File: src/rtl/cmd_pkg.sv
// Shared definitions for the host command interpreter: opcodes, response
// words, FSM state encoding and small helpers used when decoding commands.
package cmd_pkg;

  // Command opcodes, carried in bits [31:24] of each command word.
  localparam logic [7:0] OP_PING      = 8'h70;
  localparam logic [7:0] OP_READ      = 8'h52;
  localparam logic [7:0] OP_WRITE     = 8'h57;
  localparam logic [7:0] OP_CORE_CTRL = 8'h43;

  // Fixed response words sent back through the bridge.
  localparam logic [31:0] ACK_WORD = 32'h0000_00AA;
  localparam logic [31:0] NAK_WORD = 32'h0000_00FF;

  // FSM state encoding; kept as plain constants so older tooling and
  // waveform decoders that expect raw codes keep working.
  localparam logic [2:0] ST_IDLE       = 3'd0;
  localparam logic [2:0] ST_FETCH_CMD  = 3'd1;
  localparam logic [2:0] ST_DECODE     = 3'd2;
  localparam logic [2:0] ST_FETCH_DATA = 3'd3;
  localparam logic [2:0] ST_MEM_ACCESS = 3'd4;
  localparam logic [2:0] ST_SEND       = 3'd5;
  localparam logic [2:0] ST_DRAIN      = 3'd6;

  // A command word split into its fields.
  typedef struct packed {
    logic [7:0]  opcode;
    logic [23:0] arg;
  } cmd_word_t;

  // Word-aligned byte address derived from a 24-bit argument; the low two
  // bits are forced to zero and the top byte is always zero.
  function automatic logic [31:0] word_addr(input logic [23:0] arg);
    return {8'h00, arg & 24'hFF_FFFC};
  endfunction

  // Increment that sticks at all-ones instead of wrapping.
  function automatic logic [7:0] sat_inc8(input logic [7:0] value);
    logic [7:0] result;
    if (value == 8'hFF) begin
      result = 8'hFF;
    end else begin
      result = value + 8'd1;
    end
    return result;
  endfunction

endpackage

File: src/rtl/cmd_interpreter.sv
// Host command interpreter: pulls 32-bit command words from the comm bridge,
// executes PING / READ / WRITE / CORE_CTRL against a simple request/ack memory
// port and returns exactly one response word per command. All outputs are
// registered; reset is synchronous and active-high.
module cmd_interpreter
  import cmd_pkg::*;
#(
  parameter logic [31:0] ID_WORD     = 32'h5043_4931,
  parameter int unsigned MEM_TIMEOUT = 1024
) (
  input  logic        clk,
  input  logic        reset,
  // comm bridge, receive side
  input  logic        comm_rx_empty,
  output logic        comm_read,
  input  logic        comm_read_response,
  input  logic [31:0] comm_read_data,
  // comm bridge, transmit side
  output logic        comm_write,
  output logic [31:0] comm_write_data,
  input  logic        comm_write_response,
  // memory port
  output logic        mem_req,
  output logic        mem_we,
  output logic [31:0] mem_addr,
  output logic [31:0] mem_wdata,
  input  logic [31:0] mem_rdata,
  input  logic        mem_ack,
  // status / control
  output logic        core_reset,
  output logic [7:0]  err_count
);

  // Timeout counter counts request cycles 0 .. MEM_TIMEOUT-1.
  localparam int unsigned        TMR_W    = (MEM_TIMEOUT > 1) ? $clog2(MEM_TIMEOUT) : 1;
  localparam logic [TMR_W-1:0]   TMR_LAST = TMR_W'(MEM_TIMEOUT - 1);
  localparam logic [TMR_W-1:0]   TMR_ONE  = TMR_W'(1);
  localparam logic [TMR_W-1:0]   TMR_ZERO = {TMR_W{1'b0}};

  logic [2:0]       state_q, state_d;
  cmd_word_t        cmd_q, cmd_d;
  logic             rd_pend_q, rd_pend_d;
  logic [TMR_W-1:0] tmr_q, tmr_d;

  logic             comm_read_q, comm_read_d;
  logic             comm_write_q, comm_write_d;
  logic [31:0]      comm_write_data_q, comm_write_data_d;
  logic             mem_req_q, mem_req_d;
  logic             mem_we_q, mem_we_d;
  logic [31:0]      mem_addr_q, mem_addr_d;
  logic [31:0]      mem_wdata_q, mem_wdata_d;
  logic             core_reset_q, core_reset_d;
  logic [7:0]       err_count_q, err_count_d;

  // Next-state and next-output logic for the single command FSM.
  always_comb begin
    state_d           = state_q;
    cmd_d             = cmd_q;
    rd_pend_d         = rd_pend_q;
    tmr_d             = tmr_q;
    comm_read_d       = 1'b0;
    comm_write_d      = 1'b0;
    comm_write_data_d = comm_write_data_q;
    mem_req_d         = mem_req_q;
    mem_we_d          = mem_we_q;
    mem_addr_d        = mem_addr_q;
    mem_wdata_d       = mem_wdata_q;
    core_reset_d      = core_reset_q;
    err_count_d       = err_count_q;

    case (state_q)
      // Wait for a command word; one read pulse, then wait for its data.
      ST_IDLE: begin
        if (!comm_rx_empty) begin
          comm_read_d = 1'b1;
          state_d     = ST_FETCH_CMD;
        end else begin
          state_d     = ST_IDLE;
        end
      end

      // Capture on the first response cycle. A second response cycle lands
      // in DECODE, which never looks at the bridge, so it is ignored.
      ST_FETCH_CMD: begin
        if (comm_read_response) begin
          cmd_d   = comm_read_data;
          state_d = ST_DECODE;
        end else begin
          state_d = ST_FETCH_CMD;
        end
      end

      ST_DECODE: begin
        case (cmd_q.opcode)
          OP_PING: begin
            comm_write_d      = 1'b1;
            comm_write_data_d = ID_WORD;
            state_d           = ST_SEND;
          end
          OP_READ: begin
            mem_addr_d = word_addr(cmd_q.arg);
            mem_we_d   = 1'b0;
            mem_req_d  = 1'b1;
            tmr_d      = TMR_ZERO;
            state_d    = ST_MEM_ACCESS;
          end
          OP_WRITE: begin
            // Address is latched now; the request waits for the data word.
            mem_addr_d = word_addr(cmd_q.arg);
            rd_pend_d  = 1'b0;
            state_d    = ST_FETCH_DATA;
          end
          OP_CORE_CTRL: begin
            core_reset_d      = cmd_q.arg[0];
            comm_write_d      = 1'b1;
            comm_write_data_d = ACK_WORD;
            state_d           = ST_SEND;
          end
          default: begin
            err_count_d       = sat_inc8(err_count_q);
            comm_write_d      = 1'b1;
            comm_write_data_d = NAK_WORD;
            state_d           = ST_SEND;
          end
        endcase
      end

      // Fetch the WRITE payload. No timeout: the host may be slow to send it.
      ST_FETCH_DATA: begin
        if (rd_pend_q) begin
          if (comm_read_response) begin
            mem_wdata_d = comm_read_data;
            mem_we_d    = 1'b1;
            mem_req_d   = 1'b1;
            tmr_d       = TMR_ZERO;
            rd_pend_d   = 1'b0;
            state_d     = ST_MEM_ACCESS;
          end else begin
            state_d     = ST_FETCH_DATA;
          end
        end else if (!comm_rx_empty) begin
          comm_read_d = 1'b1;
          rd_pend_d   = 1'b1;
          state_d     = ST_FETCH_DATA;
        end else begin
          state_d     = ST_FETCH_DATA;
        end
      end

      // Hold the request until ack or until the timeout budget is spent.
      // Any trailing read-response cycle from FETCH_DATA is ignored here.
      ST_MEM_ACCESS: begin
        if (mem_ack) begin
          mem_req_d         = 1'b0;
          comm_write_d      = 1'b1;
          comm_write_data_d = mem_we_q ? ACK_WORD : mem_rdata;
          state_d           = ST_SEND;
        end else if (tmr_q == TMR_LAST) begin
          mem_req_d         = 1'b0;
          err_count_d       = sat_inc8(err_count_q);
          comm_write_d      = 1'b1;
          comm_write_data_d = NAK_WORD;
          state_d           = ST_SEND;
        end else begin
          tmr_d             = tmr_q + TMR_ONE;
          state_d           = ST_MEM_ACCESS;
        end
      end

      // Response word is held until the bridge accepts it.
      ST_SEND: begin
        if (comm_write_response) begin
          state_d = ST_DRAIN;
        end else begin
          state_d = ST_SEND;
        end
      end

      // Swallows a possible second write-response cycle before going idle.
      ST_DRAIN: begin
        state_d = ST_IDLE;
      end

      default: begin
        mem_req_d = 1'b0;
        rd_pend_d = 1'b0;
        state_d   = ST_IDLE;
      end
    endcase
  end

  // State and output registers; reset abandons any transaction in flight.
  always_ff @(posedge clk) begin
    if (reset) begin
      state_q           <= ST_IDLE;
      cmd_q             <= 32'h0000_0000;
      rd_pend_q         <= 1'b0;
      tmr_q             <= TMR_ZERO;
      comm_read_q       <= 1'b0;
      comm_write_q      <= 1'b0;
      comm_write_data_q <= 32'h0000_0000;
      mem_req_q         <= 1'b0;
      mem_we_q          <= 1'b0;
      mem_addr_q        <= 32'h0000_0000;
      mem_wdata_q       <= 32'h0000_0000;
      core_reset_q      <= 1'b1;
      err_count_q       <= 8'h00;
    end else begin
      state_q           <= state_d;
      cmd_q             <= cmd_d;
      rd_pend_q         <= rd_pend_d;
      tmr_q             <= tmr_d;
      comm_read_q       <= comm_read_d;
      comm_write_q      <= comm_write_d;
      comm_write_data_q <= comm_write_data_d;
      mem_req_q         <= mem_req_d;
      mem_we_q          <= mem_we_d;
      mem_addr_q        <= mem_addr_d;
      mem_wdata_q       <= mem_wdata_d;
      core_reset_q      <= core_reset_d;
      err_count_q       <= err_count_d;
    end
  end

  assign comm_read       = comm_read_q;
  assign comm_write      = comm_write_q;
  assign comm_write_data = comm_write_data_q;
  assign mem_req         = mem_req_q;
  assign mem_we          = mem_we_q;
  assign mem_addr        = mem_addr_q;
  assign mem_wdata       = mem_wdata_q;
  assign core_reset      = core_reset_q;
  assign err_count       = err_count_q;

endmodule
File: config.mk
export PLATFORM = sky130hd
export DESIGN_NAME = cmd_interpreter
export DESIGN_NICKNAME = d
export VERILOG_FILES = /design/src/rtl/cmd_pkg.sv /design/src/rtl/cmd_interpreter.sv
export SDC_FILE = /design/constraint.sdc
export NUM_CORES = 1
export LEC_CHECK = 0
export CORE_MARGIN = 1
export CORE_UTILIZATION = 43
export CTS_BUF_LIST = sky130_fd_sc_hd__clkbuf_4 sky130_fd_sc_hd__clkbuf_8
export CTS_CLUSTER_SIZE = 10
export DETAILED_ROUTE_END_ITERATION = 8
export GPL_ROUTABILITY_DRIVEN = 1
export PLACE_DENSITY = 0.78
export SLEW_MARGIN = 20
export SYNTH_ARGS = -nofsm -noshare
export SYNTH_HDL_FRONTEND = slang
export SYNTH_SLANG_ARGS = --single-unit
File: constraint.sdc
create_clock -name clk -period 1.8 [get_ports clk]
set_input_delay 0.18 -clock clk [delete_from_list [all_inputs] [get_ports clk]]
set_output_delay 0.18 -clock clk [all_outputs]
set_load 0.05 [all_outputs]
## After elaboration in Yosys (flattened, before gate mapping)

Cells that the tools add are included.

| storage, ports and cells | value |
|---|---|
| bits in registers | 145 |
| input bits | 70 |
| output and inout bits | 109 |
| logic and storage cells | 102 |

| cells by class | value |
|---|---|
| add/subtract/negate cells | 2 |
| equality and inequality tests | 22 |
| multiplexer cells | 44 |
| bitwise logic cells | 2 |
| reductions and logical operators | 18 |

Operators with widths:

| operator | number |
|---|---|
| 32-bit two-way mux | 3 |
| 32-bit case mux with 3 select lines | 1 |
| 32-bit case mux with 2 select lines | 1 |
| 10-bit two-way mux | 5 |
| 8-bit by 7-bit equality test with 1-bit output, second input constant | 4 |
| 8-bit two-way mux | 4 |
| 10-bit case mux with 3 select lines | 1 |
| 2-bit != test, second input constant | 9 |
| 3-bit case mux with 6 select lines | 1 |
| 1-bit two-way mux | 17 |
| 8-bit case mux with 2 select lines | 1 |
| 10-bit by 1-bit adder with 10-bit output, second input constant | 1 |
| 10-bit equality test, second input constant | 1 |
| 3-bit equality test, second input constant | 3 |
| 8-bit by 1-bit adder with 8-bit output, second input constant | 1 |
| 8-bit equality test, second input constant | 1 |
| 2-bit AND reduction | 4 |
| 4-bit AND reduction | 2 |
| 4-bit OR reduction | 2 |
| 3-bit by 2-bit equality test with 1-bit output, second input constant | 2 |
| 3-bit two-way mux | 2 |
| 1-bit case mux with 2 select lines | 3 |
| 3-bit case mux with 2 select lines | 1 |
| 3-bit AND reduction | 2 |
| other kinds (13) | 16 |

## Longest topological paths before layout

Gate-level depths: netlist (run 1).

| logic depth | value |
|---|---|
| depth after elaboration | 5 |
| gate-level depth with buffers | 9 |
| depth with buffers taken out | 6 |

## Worst setup path before layout (run 1)

Ideal clock, no wire load.

| timing path | value |
|---|---|
| path kind | reg-to-reg |
| start | register tmr_q[0] |
| end | register err_count_q[6], in the netlist err_count[6] |
| setup time | 136 ps |
| data arrival time | 1839 ps |
| data required time | 1664 ps |
| slack | -175 ps |
| cell stages (with the launch flop) | 8 |
| path buffers | 1 |
| clock period less this slack | 1975 ps |
| cells stage by stage | dfxtp_1 > ha_1 > and3_1 > clkbuf_1 > nand2_1 > o32a_1 > a2111oi_0 > a211oi_1 |

| between the ends | value |
|---|---|
| longest elaborated chain between the ends | 3 |

Ends and longest elaborated chain:

| what | line | RTL |
|---|---|---|
| start, declared | cmd_interpreter.sv:43 | `logic [TMR_W-1:0] tmr_q, tmr_d;` |
| start signal, assigned | cmd_interpreter.sv:212 | `tmr_q <= tmr_d;` |
| 10-bit equality test | cmd_interpreter.sv:158 | `end else if (tmr_q == TMR_LAST) begin` |
| 2-bit != test (no source line) | - |  |
| 4-bit AND reduction (no source line) | - |  |
| end signal, assigned | cmd_interpreter.sv:221 | `err_count_q <= err_count_d;` |
| end, declared | cmd_interpreter.sv:53 | `logic [7:0] err_count_q, err_count_d;` |

Every way passes these cells.
A chain may end at the register's enable or synchronous reset.

## Worst setup path in the final report (run 1)

| timing path | value |
|---|---|
| start | register state_q[0] |
| end | register err_count_q[5], in the netlist err_count[5] |

| between the ends | value |
|---|---|
| longest elaborated chain between the ends | 3 |
| elaborated cells between the ends (all ways) | 8 |
| those cells by class | eq/ne: 5; mux: 1; reduce/logical: 2 |

Ends and longest elaborated chain:

| what | line | RTL |
|---|---|---|
| start, declared | cmd_interpreter.sv:40 | `logic [2:0] state_q, state_d;` |
| start signal, assigned | cmd_interpreter.sv:209 | `state_q <= state_d;` |
| 3-bit equality test or 3-bit by 2-bit equality test with 1-bit output (tied branches) | cmd_interpreter.sv:71 | `case (state_q)` |
| 2-bit != test (no source line) or 2-bit nonzero test (tied branches) | - |  |
| 4-bit AND reduction (no source line) | - |  |

Parallel ways exist; a longest one is shown, timed or not.

==> run summary, run 1 <==
status - complete, but fails checks
failing checks - negative setup slack
FF-to-FF End - err_count[5]
max-slew headroom at the worst pin - 64.1%
hold_buf cts - 0
clock sink total - 144
Worst Skew - 0.00998 ns
Crit path depth - 5
#FFs+latches synth - 144
CP max FO - 4
switching power - 1.82 mW
Die Footprint - 13800 µm²
Synthesis Warnings - 0
Critical Path Source - state_q[0]
share of post-route cells with drive strength above 1 - 16.9%
leakage power - 4.11 nW
Hold Crit Class - in -> reg
Yosys cell types - 58
critical path endpoint category - flop
Final period util - 100%
drt wl/cell - 15.1 µm
row count - 41
die height - 117 µm
Worst EP arrival - 2.13 ns
vias in the first global route - 5138
Synth-to-Final Area Change - 51.4%
core area - 12800 µm²
Worst-path clk slew - 0.08 ns
chip width - 117 µm
R2R Path Start - state_q[0]
sw frac - 27.3%
CTS buffer count - 17
CP max-delay cell - or4b_4
unrepaired setup endpoints after global routing - true
hpwl dp - 11100 µm
vias - 5620
Clock Tree Buf Depth - 2
Worst Tran Pin Value - 0.538 ns
Routed Antenna Nets - 0
IO Port Bufs - 168
Final Power - 6.66 mW
io pins - 179
startpoint types - flop
post-synthesis sequential area ratio - 50.3%
final slew viol count - 0
Post-Layout Cell Count - 1088
slowest stage delay, CP - 0.56 ns
final wirelength - 16500 µm
Setup WS post-layout - -0.00469 ns
internal power - 4.84 mW
GRT Overall Usage - 23.1%
Setup crit end - err_count[5]
Clock power frac - 35.5%
fmax - 554 MHz
Finished Cell Area - 8680 µm²
max cap viols - 0
drt pass-1 iters - 4
worst slack on hold paths - 0.101 ns
area of the mapped netlist - 5730 µm²
CP top delay family - simple AND/OR/NAND/NOR gates
number of flops mapped to enable cells by yosys - 0
CTS tree - done
antenna violations before repair - 0
vias per inst - 5.17
Setup violations, final - 1
synth top area cells - dfxtp_1 50%, nand2_1 13%, a21oi_1 9.2%, a22o_1 2.4%, clkbuf_1 2.1%
WP data required - 2.13 ns
largest net degree at the start of global routing - 54
combinational power share - 14.6%
Max rail drop VDD - 0.000489 V
average instance area after synthesis - 8.19 µm²
Synth Flop Type - dfxtp_1
worst-path cell chain - or4b_4, o32ai_4, buf_4, o2111ai_2, mux2_2
Yosys top cell by area - dfxtp_1
share of the synthesized area in the top cell type - 50.3%
register-to-register setup slack - -0.005 ns
Iter 0 DRT Violations - 346
Cell Count Post-Placement - 1052
part of the power in registers - 49.9%
top post-synthesis cells by count - 191 x nand2_1, 144 x dfxtp_1, 105 x a21oi_1
first-pass GRT wire length - 25900 µm
H-tree lvl count - 4
Final #Nets - 976
synthesized instance count - 700
fin crit period - 1.80 ns
worst path bufs/invs - 1
Residual DRC - 0
most frequent cell after synthesis - nand2_1
Starting Density - 44.7%
Crit Path Class - reg -> reg
Power per Cell Area - 768 nW/µm²
grt ovf - 0
R2R depth - 5
ant diodes - 0
GPL Wtd Cong - 0.838
clock root cell - clkbuf_8
placed cell area - 7950 µm²
Synth async-reset ratio - 0%
Clock Latency Late Sink - 0.44 ns
final hold violations - 0
pre-CTS WS - -0.404 ns
-- sequential cells by signal, summed over array words and instances (netlist names), 3 cells and up --
register,count
cmd_q,31
state_q,3
mem_addr,22
comm_write_data,32
err_count,8
mem_wdata,32
tmr_q,10
-- through the flow --
step / util [%] / setup TNS (ns)
floorplan: - / -0.107
global placement: 62.0 / -5.50
detailed placement: 62.0 / -6.29
CTS: 65.1 / 0
global route: 67.7 / -0.564
finish: 67.7 / -0.00469
-- power by group through the flow --
stage                     Combinational [mW]  Sequential (mW)  Clock, mW
after CTS                              0.930             3.32       2.41
final                                  0.971             3.33       2.36
after floorplan                        0.377             3.54          0
after global routing                    1.04             3.34       2.57
after global placement                 0.910             3.39          0
after detailed placement               0.916             3.40          0
-- worst min path at each step --
stage / start / end / slack (ns) / cells past startpoint
floorplan: comm_rx_empty / comm_read / 0.26 / 1
global placement: cmd_q[6] / mem_addr[6] / 0.44 / 2
detailed placement: cmd_q[2] / mem_addr[2] / 0.44 / 2
CTS: reset / comm_write / 0.07 / 2
global route: reset / comm_write / 0.09 / 2
finish: reset / comm_write / 0.10 / 2
-- logic make-up (layout without fill, tap and decap cells) --
group                      count (synthesis)  in the layout  synth area share, %
DFF                                      144            144                 50.3
buffers and inverters                     66            273                 5.30
AOI/OAI and AO/OA                        186            186                 20.3
xor gates and xnor gates                   2              2                0.306
and+or+nand+nor                          297            297                 22.9
muxes                                      2              2                0.371
other                                      1             10               0.0654
adders and majority gates                  2              2                0.436
-- cells in the final DEF, fill, tap and decap left out, types with 3 or more instances in the layout --
cell and instances:
dfxtp_2 10, nand3b_1 4, o21ai_1 4, buf_4 56
buf_12 7, clkbuf_8 23, and3_1 9, dlymetal6s2s_1 51
clkdlybuf4s50_1 76, a21oi_1 105, nand3_1 11, nor3_1 18
clkinvlp_4 3, o31ai_1 3, clkinv_2 3, buf_6 5
inv_1 10, nand2_1 188, o21ai_0 6, o211ai_1 5
a211oi_2 5, a211oi_1 11, nor3b_1 5, conb_1 10
nor2b_1 5, nand2b_1 4, dfxtp_1 133, dlygate4sd2_1 37
o21a_1 3, a22o_1 16, nor2_1 25, nor2_4 3
-- per-layer routing --
metal | vias to the layer above | global-route usage (%) | wire, µm
met5 | - | 0 | 0
met4 | 0 | 5.53 | 155
met3 | 16 | 7.85 | 1210
met2 | 191 | 36.9 | 7730
met1 | 2603 | 30.0 | 7370
li1 | 2810 | - | -
-- cell type report --
cell class,instances,area [µm²]
fill,1041,4150
timing repair buffer,232,2340
clock inverter,8,55.1
sequential,144,2900
multi-input combinational,499,2810
inverter,10,37.5
tap,172,215
clock buffer,23,317
-- repair_timing --
| item | CTS | global route |
|---|---|---|
| setup endpoints to repair | 79 | 106 |
| gates resized for setup | 51 | 94 |
| buffers inserted | 0 | 5 |
| pin swaps | 7 | 21 |
No activity file was read; power rests on OpenSTA's default activity.
==> inputs of run 2 (changes only) <==
--- a/config.mk
+++ b/config.mk
@@ -11,7 +11,9 @@
 export CTS_CLUSTER_SIZE = 10
 export DETAILED_ROUTE_END_ITERATION = 8
 export GPL_ROUTABILITY_DRIVEN = 1
+export HOLD_SLACK_MARGIN = 0.12
 export PLACE_DENSITY = 0.78
+export RECOVER_POWER = 25
 export SLEW_MARGIN = 20
 export SYNTH_ARGS = -nofsm -noshare
 export SYNTH_HDL_FRONTEND = slang
==> run summary, run 2 (synthesis results as in run 1) <==
status - complete, but fails checks
failing checks - negative setup slack
Power per Cell Area - 805 nW/µm² (+4.9%)
fin crit period - 1.80 ns (-0.00152 ns)
chip width - 117 µm (unchanged)
share of post-route cells with drive strength above 1 - 16.7% (-0.24 points)
WP data required - 2.13 ns (about the same)
vias in the first global route - 5147 (+0.18%)
Iter 0 DRT Violations - 388 (+12%)
Hold Crit Class - in -> reg
fmax - 555 MHz (about the same)
core area - 12800 µm² (unchanged)
CTS tree - done
ant diodes - 0 (unchanged)
placed cell area - 7950 µm² (unchanged)
Layout fillers - 1153 (+11%)
WL met1 - 7330 µm (-0.60%)
Synth-to-Final Area Change - 43.7%
Cell Count Post-Placement - 1052 (unchanged)
Finished Cell Area - 8240 µm² (-5.1%)
Crit Path Class - reg -> reg
Worst-path clk slew - 0.08 ns (about the same)
register-to-register setup slack - -0.003 ns (about the same)
Worst EP arrival - 2.13 ns (about the same)
die height - 117 µm (unchanged)
hpwl dp - 11100 µm (unchanged)
first-pass GRT wire length - 25900 µm (about the same)
largest net degree at the start of global routing - 54 (unchanged)
clock root cell - clkbuf_8
critical path endpoint category - flop
R2R depth - 5 (unchanged)
vias - 5667 (+0.84%)
R2R Path Start - state_q[0]
final hold violations - 0 (unchanged)
met3 routed WL - 1270 µm (+4.5%)
Residual DRC - 0 (unchanged)
drt pass-1 iters - 4 (unchanged)
Clock Tree Buf Depth - 2 (unchanged)
Worst Tran Pin Value - 0.720 ns (+0.182 ns)
H-tree lvl count - 4 (unchanged)
hold path cells - 3 (+1)
Worst Hold Endpoint - mem_wdata[1]
final setup TNS - -0.00317 ns (+0.00152 ns)
Setup violations, final - 1 (unchanged)
row count - 41 (unchanged)
Post-Layout Cell Count - 1089 (+0.092%)
Clock Latency Late Sink - 0.44 ns (about the same)
io pins - 179 (unchanged)
max cap viols - 0 (unchanged)
max-slew headroom at the worst pin - 52.2% (-12 points)
DR top layer - met4
grt ovf - 0 (unchanged)
CP max FO - 4 (unchanged)
FF-to-FF End - err_count[5]
Max rail drop VDD - 0.000489 V (about the same)
final slew viol count - 0 (unchanged)
clock sink total - 144 (unchanged)
Worst Skew - 0.0113 ns (+0.00132 ns)
IO Port Bufs - 168 (unchanged)
Routed Antenna Nets - 0 (unchanged)
Starting Density - 44.7% (unchanged)
GRT Overall Usage - 23.1% (about the same)
Setup WS post-layout - -0.00317 ns (+0.00152 ns)
hold_sp - comm_read_data[1]
vias per inst - 5.20 (+0.74%)
utilization of the core after routing - 64.2% (-3.4 points)
antenna violations before repair - 0 (unchanged)
drt wl/cell - 15.1 µm (about the same)
final wirelength - 16500 µm (+0.16%)
unrepaired setup endpoints after global routing - true
Die Footprint - 13800 µm² (unchanged)
startpoint types - flop
Final Power - 6.63 mW (-0.43%)
GPL Wtd Cong - 0.838 (unchanged)
Final #Nets - 977 (+0.10%)
DR WL met2 - 7790 µm (+0.80%)
Final period util - 100% (about the same)
leading cell types in the layout, fill and taps excluded - 188 x nand2_1, 133 x dfxtp_1, 105 x a21oi_1
CTS buffer count - 17 (unchanged)
leakage power - 3.06 nW (-25%)
most common cell after layout, fill and taps aside - nand2_1
## run 2: cell types whose count changed in the layout (fill, tap and decap cells not counted), sizes merged
cell,change
dlymetal6s2s,-50
buf,-4
dlygate4sd3,+1
clkbuf,+54
## run 2: final cells by class
cell class,count,area (µm²),share of cell area (%)
Inverter,10,37.5,0.456
Timing Repair Buffer,233,1900,23.1
Tap cell,172,215,2.61
Multi-Input combinational cell,499,2810,34.2
Sequential cell,144,2900,35.2
Clock buffer,23,317,3.84
Clock inverter,8,55.1,0.668
## run 2: worst max-delay path, cell delays in order (launching register included)
cell	delay (ns)
dfxtp_2	0.32
or4b_4	0.56
o32ai_4	0.26
buf_4	0.16
o2111ai_2	0.11
mux2_2	0.29
## run 2: worst max path at each step
stage,startpoint,slack (ns),to,depth (start not counted)
after floorplan,tmr_q[0],-0.02,err_count[5],7
after global placement,mem_ack,-0.35,tmr_q[6],6
after detailed placement,mem_ack,-0.40,tmr_q[7],6
after CTS,mem_wdata[14],0.00005,mem_wdata[14],1
after global routing,tmr_q[0],-0.06,err_count[5],7
final,state_q[0],-0.003,err_count[5],5
## run 2: through the flow
stage	hold WS [ns]	worst slack, ns
2_1_floorplan	0.259	-0.0243
3_3_place_gp	0.437	-0.350
3_5_place_dp	0.443	-0.404
4_1_cts	0.272	0.0000484
5_1_grt	0.295	-0.0586
6_report	0.305	-0.00317
## run 2: report_power, final
group / switching, mW / total (mW) / internal, mW / leakage (nW)
clock: 1.19 / 2.36 / 1.16 / 0.186
combinational: 0.563 / 0.948 / 0.385 / 1.71
sequential: 0.0547 / 3.33 / 3.27 / 1.17
## run 2: repair_timing
item | CTS | global route
gates resized for setup | 51 | 94
hold endpoints to repair | 9 | 0
setup buffers | 0 | 5
hold buffers | 1 | 0
pin swaps | 7 | 21
endpoints found under the setup margin | 79 | 106
## run 2: per-layer routing
metal / vias up / global-route usage, %
li1: 2813 / -
met1: 2628 / 30.0
met2: 216 / 36.9
met3: 10 / 7.85
met4: 0 / 5.53
met5: - / 0
==> inputs of run 3 (changes only) <==
--- a/config.mk
+++ b/config.mk
@@ -5,14 +5,16 @@
 export SDC_FILE = /design/constraint.sdc
 export NUM_CORES = 1
 export LEC_CHECK = 0
+export CELL_PAD_IN_SITES_DETAIL_PLACEMENT = 2
+export CELL_PAD_IN_SITES_GLOBAL_PLACEMENT = 2
 export CORE_MARGIN = 1
-export CORE_UTILIZATION = 43
+export CORE_UTILIZATION = 24
 export CTS_BUF_LIST = sky130_fd_sc_hd__clkbuf_4 sky130_fd_sc_hd__clkbuf_8
 export CTS_CLUSTER_SIZE = 10
 export DETAILED_ROUTE_END_ITERATION = 8
 export GPL_ROUTABILITY_DRIVEN = 1
-export HOLD_SLACK_MARGIN = 0.12
-export PLACE_DENSITY = 0.78
+export HOLD_SLACK_MARGIN = 0.03
+export PLACE_DENSITY_LB_ADDON = 0.1
 export RECOVER_POWER = 25
 export SLEW_MARGIN = 20
 export SYNTH_ARGS = -nofsm -noshare
==> run summary, run 3 (synthesis results as in run 1) <==
antenna violations before repair - 0 (unchanged)
hold_buf cts - 0 (-1)
critical path endpoint category - flop
core area - 23500 µm² (+83%)
failing checks - negative setup slack
Max rail drop VDD - 0.000322 V (-34%)
ant diodes - 0 (unchanged)
Crit Path Class - reg -> reg
Finished Cell Area - 9020 µm² (+9.5%)
clock root cell - clkbuf_8
drt wl/cell - 18.1 µm (+19%)
vias per inst - 4.69 (-9.9%)
placed cell area - 8110 µm² (+2.0%)
CTS tree - done
Worst-path clk slew - 0.09 ns (about the same)
internal power - 4.71 mW (-2.3%)
Residual DRC - 0 (unchanged)
row count - 56 (+37%)
GRT Overall Usage - 17.9% (-5.3 points)
IO Port Bufs - 168 (unchanged)
io pins - 179 (unchanged)
R2R depth - 4 (-1)
Clock Tree Buf Depth - 2 (unchanged)
H-tree lvl count - 4 (unchanged)
drt pass-1 iters - 4 (unchanged)
final wirelength - 22800 µm (+38%)
status - complete, but fails checks
final setup TNS - -0.176 ns (-0.172 ns)
utilization of the core after routing - 38.4% (-26 points)
Iter 0 DRT Violations - 202 (-48%)
vias - 5901 (+4.1%)
part of the power in registers - 48.6% (-1.6 points)
most common cell after layout, fill and taps aside - nand2_1
max cap viols - 0 (unchanged)
Worst Tran Pin Value - 0.703 ns (-0.0176 ns)
leakage power - 3.60 nW (+17%)
Starting Density - 24.4% (-20 points)
combinational power share - 15.1% (+0.8 points)
Hold Crit Class - in -> reg
Worst EP arrival - 2.24 ns (+0.11 ns)
die height - 157 µm (+33%)
chip width - 157 µm (+33%)
GPL Wtd Cong - 0.752 (-10%)
fin crit period - 1.86 ns (+0.0615 ns)
share of post-route cells with drive strength above 1 - 23.5% (+6.9 points)
WP data required - 2.17 ns (+0.04 ns)
Clock Latency Late Sink - 0.46 ns (+0.02 ns)
largest net degree at the start of global routing - 89 (+65%)
sw frac - 31.2% (+3.9 points)
CTS buffer count - 17 (unchanged)
max-slew headroom at the worst pin - 53.4% (+1.2 points)
grt ovf - 0 (unchanged)
Routed Antenna Nets - 0 (unchanged)
Final #Nets - 998 (+2.1%)
hold path cells - 2 (-1)
first-pass GRT wire length - 34100 µm (+32%)
Post-Layout Cell Count - 1258 (+16%)
vias in the first global route - 6226 (+21%)
CP max FO - 5 (+1)
startpoint types - flop
Final period util - 104% (+3.4 points)
Cell Count Post-Placement - 1201 (+14%)
clock sink total - 144 (unchanged)
Setup violations, final - 3 (+2)
Die Footprint - 24500 µm² (+78%)
Clock power frac - 36.2% (+0.7 points)
switching power - 2.14 mW (+18%)
Synth-to-Final Area Change - 57.3%
unrepaired setup endpoints after global routing - true
Power per Cell Area - 760 nW/µm² (-5.6%)
fmax - 536 MHz (-3.3%)
final hold violations - 0 (unchanged)
hpwl dp - 15500 µm (+40%)
Worst Skew - 0.0164 ns (+0.00510 ns)
leading cell types in the layout, fill and taps excluded - 178 x nand2_1, 131 x dfxtp_1, 92 x a21oi_1
Setup WS post-layout - -0.0646 ns (-0.0615 ns)
final slew viol count - 0 (unchanged)
run 3: path summary, 6_finish.rpt:
kind | from | to | slack (ns)
min | reset | comm_write | 0.13
max | state_q[0] | err_count[7] | -0.06
min reg2reg | mem_addr[10] | mem_addr[10] | 0.46
max reg2reg | state_q[0] | err_count[7] | -0.06
run 3: through the flow:
step	power [mW]	hold WS [ns]	worst slack, ns
after floorplan	3.91	0.259	-0.0243
after global placement	4.34	0.436	-0.405
after detailed placement	4.37	0.449	-0.466
after CTS	6.89	0.100	-0.0558
after global routing	7.20	0.128	-0.0920
final	6.85	0.133	-0.0646
run 3: critical path: stages (launching register included):
cell and delay [ns]:
dfxtp_2 0.33, or4b_4 0.56, o32a_1 0.41, a211o_1 0.31, a211oi_2 0.18
run 3: area by class of cell:
cell class | instances | area, µm²
repair buffers | 254 | 2330
fillers | 2685 | 14500
well taps | 319 | 399
clock buffers | 18 | 241
multi-input cells | 499 | 2980
clock inverters | 14 | 121
inverters | 10 | 37.5
flip-flops and latches | 144 | 2900
run 3: power groups by stage:
stage	combinational [mW]	clock, mW	sequential, mW
detailed placement	0.969	0	3.40
finish	1.04	2.48	3.33
global placement	0.945	0	3.40
CTS	0.968	2.60	3.33
floorplan	0.377	0	3.54
global route	1.11	2.75	3.35
run 3: timing repair:
item	in CTS	in global routing
resized for setup	114	87
pin swaps	7	25
endpoints found under the setup margin	151	71
cloned	1	4
buffers inserted	7	16
run 3: routing by layer:
metal  vias up  share of wire, %  global-route usage [%]
met5         -                 0                       0
met3        19               5.0                    4.54
met2       127                50                    30.2
li1       2847                 -                       -
met4         0               1.2                    5.56
met1      2908                44                    22.2
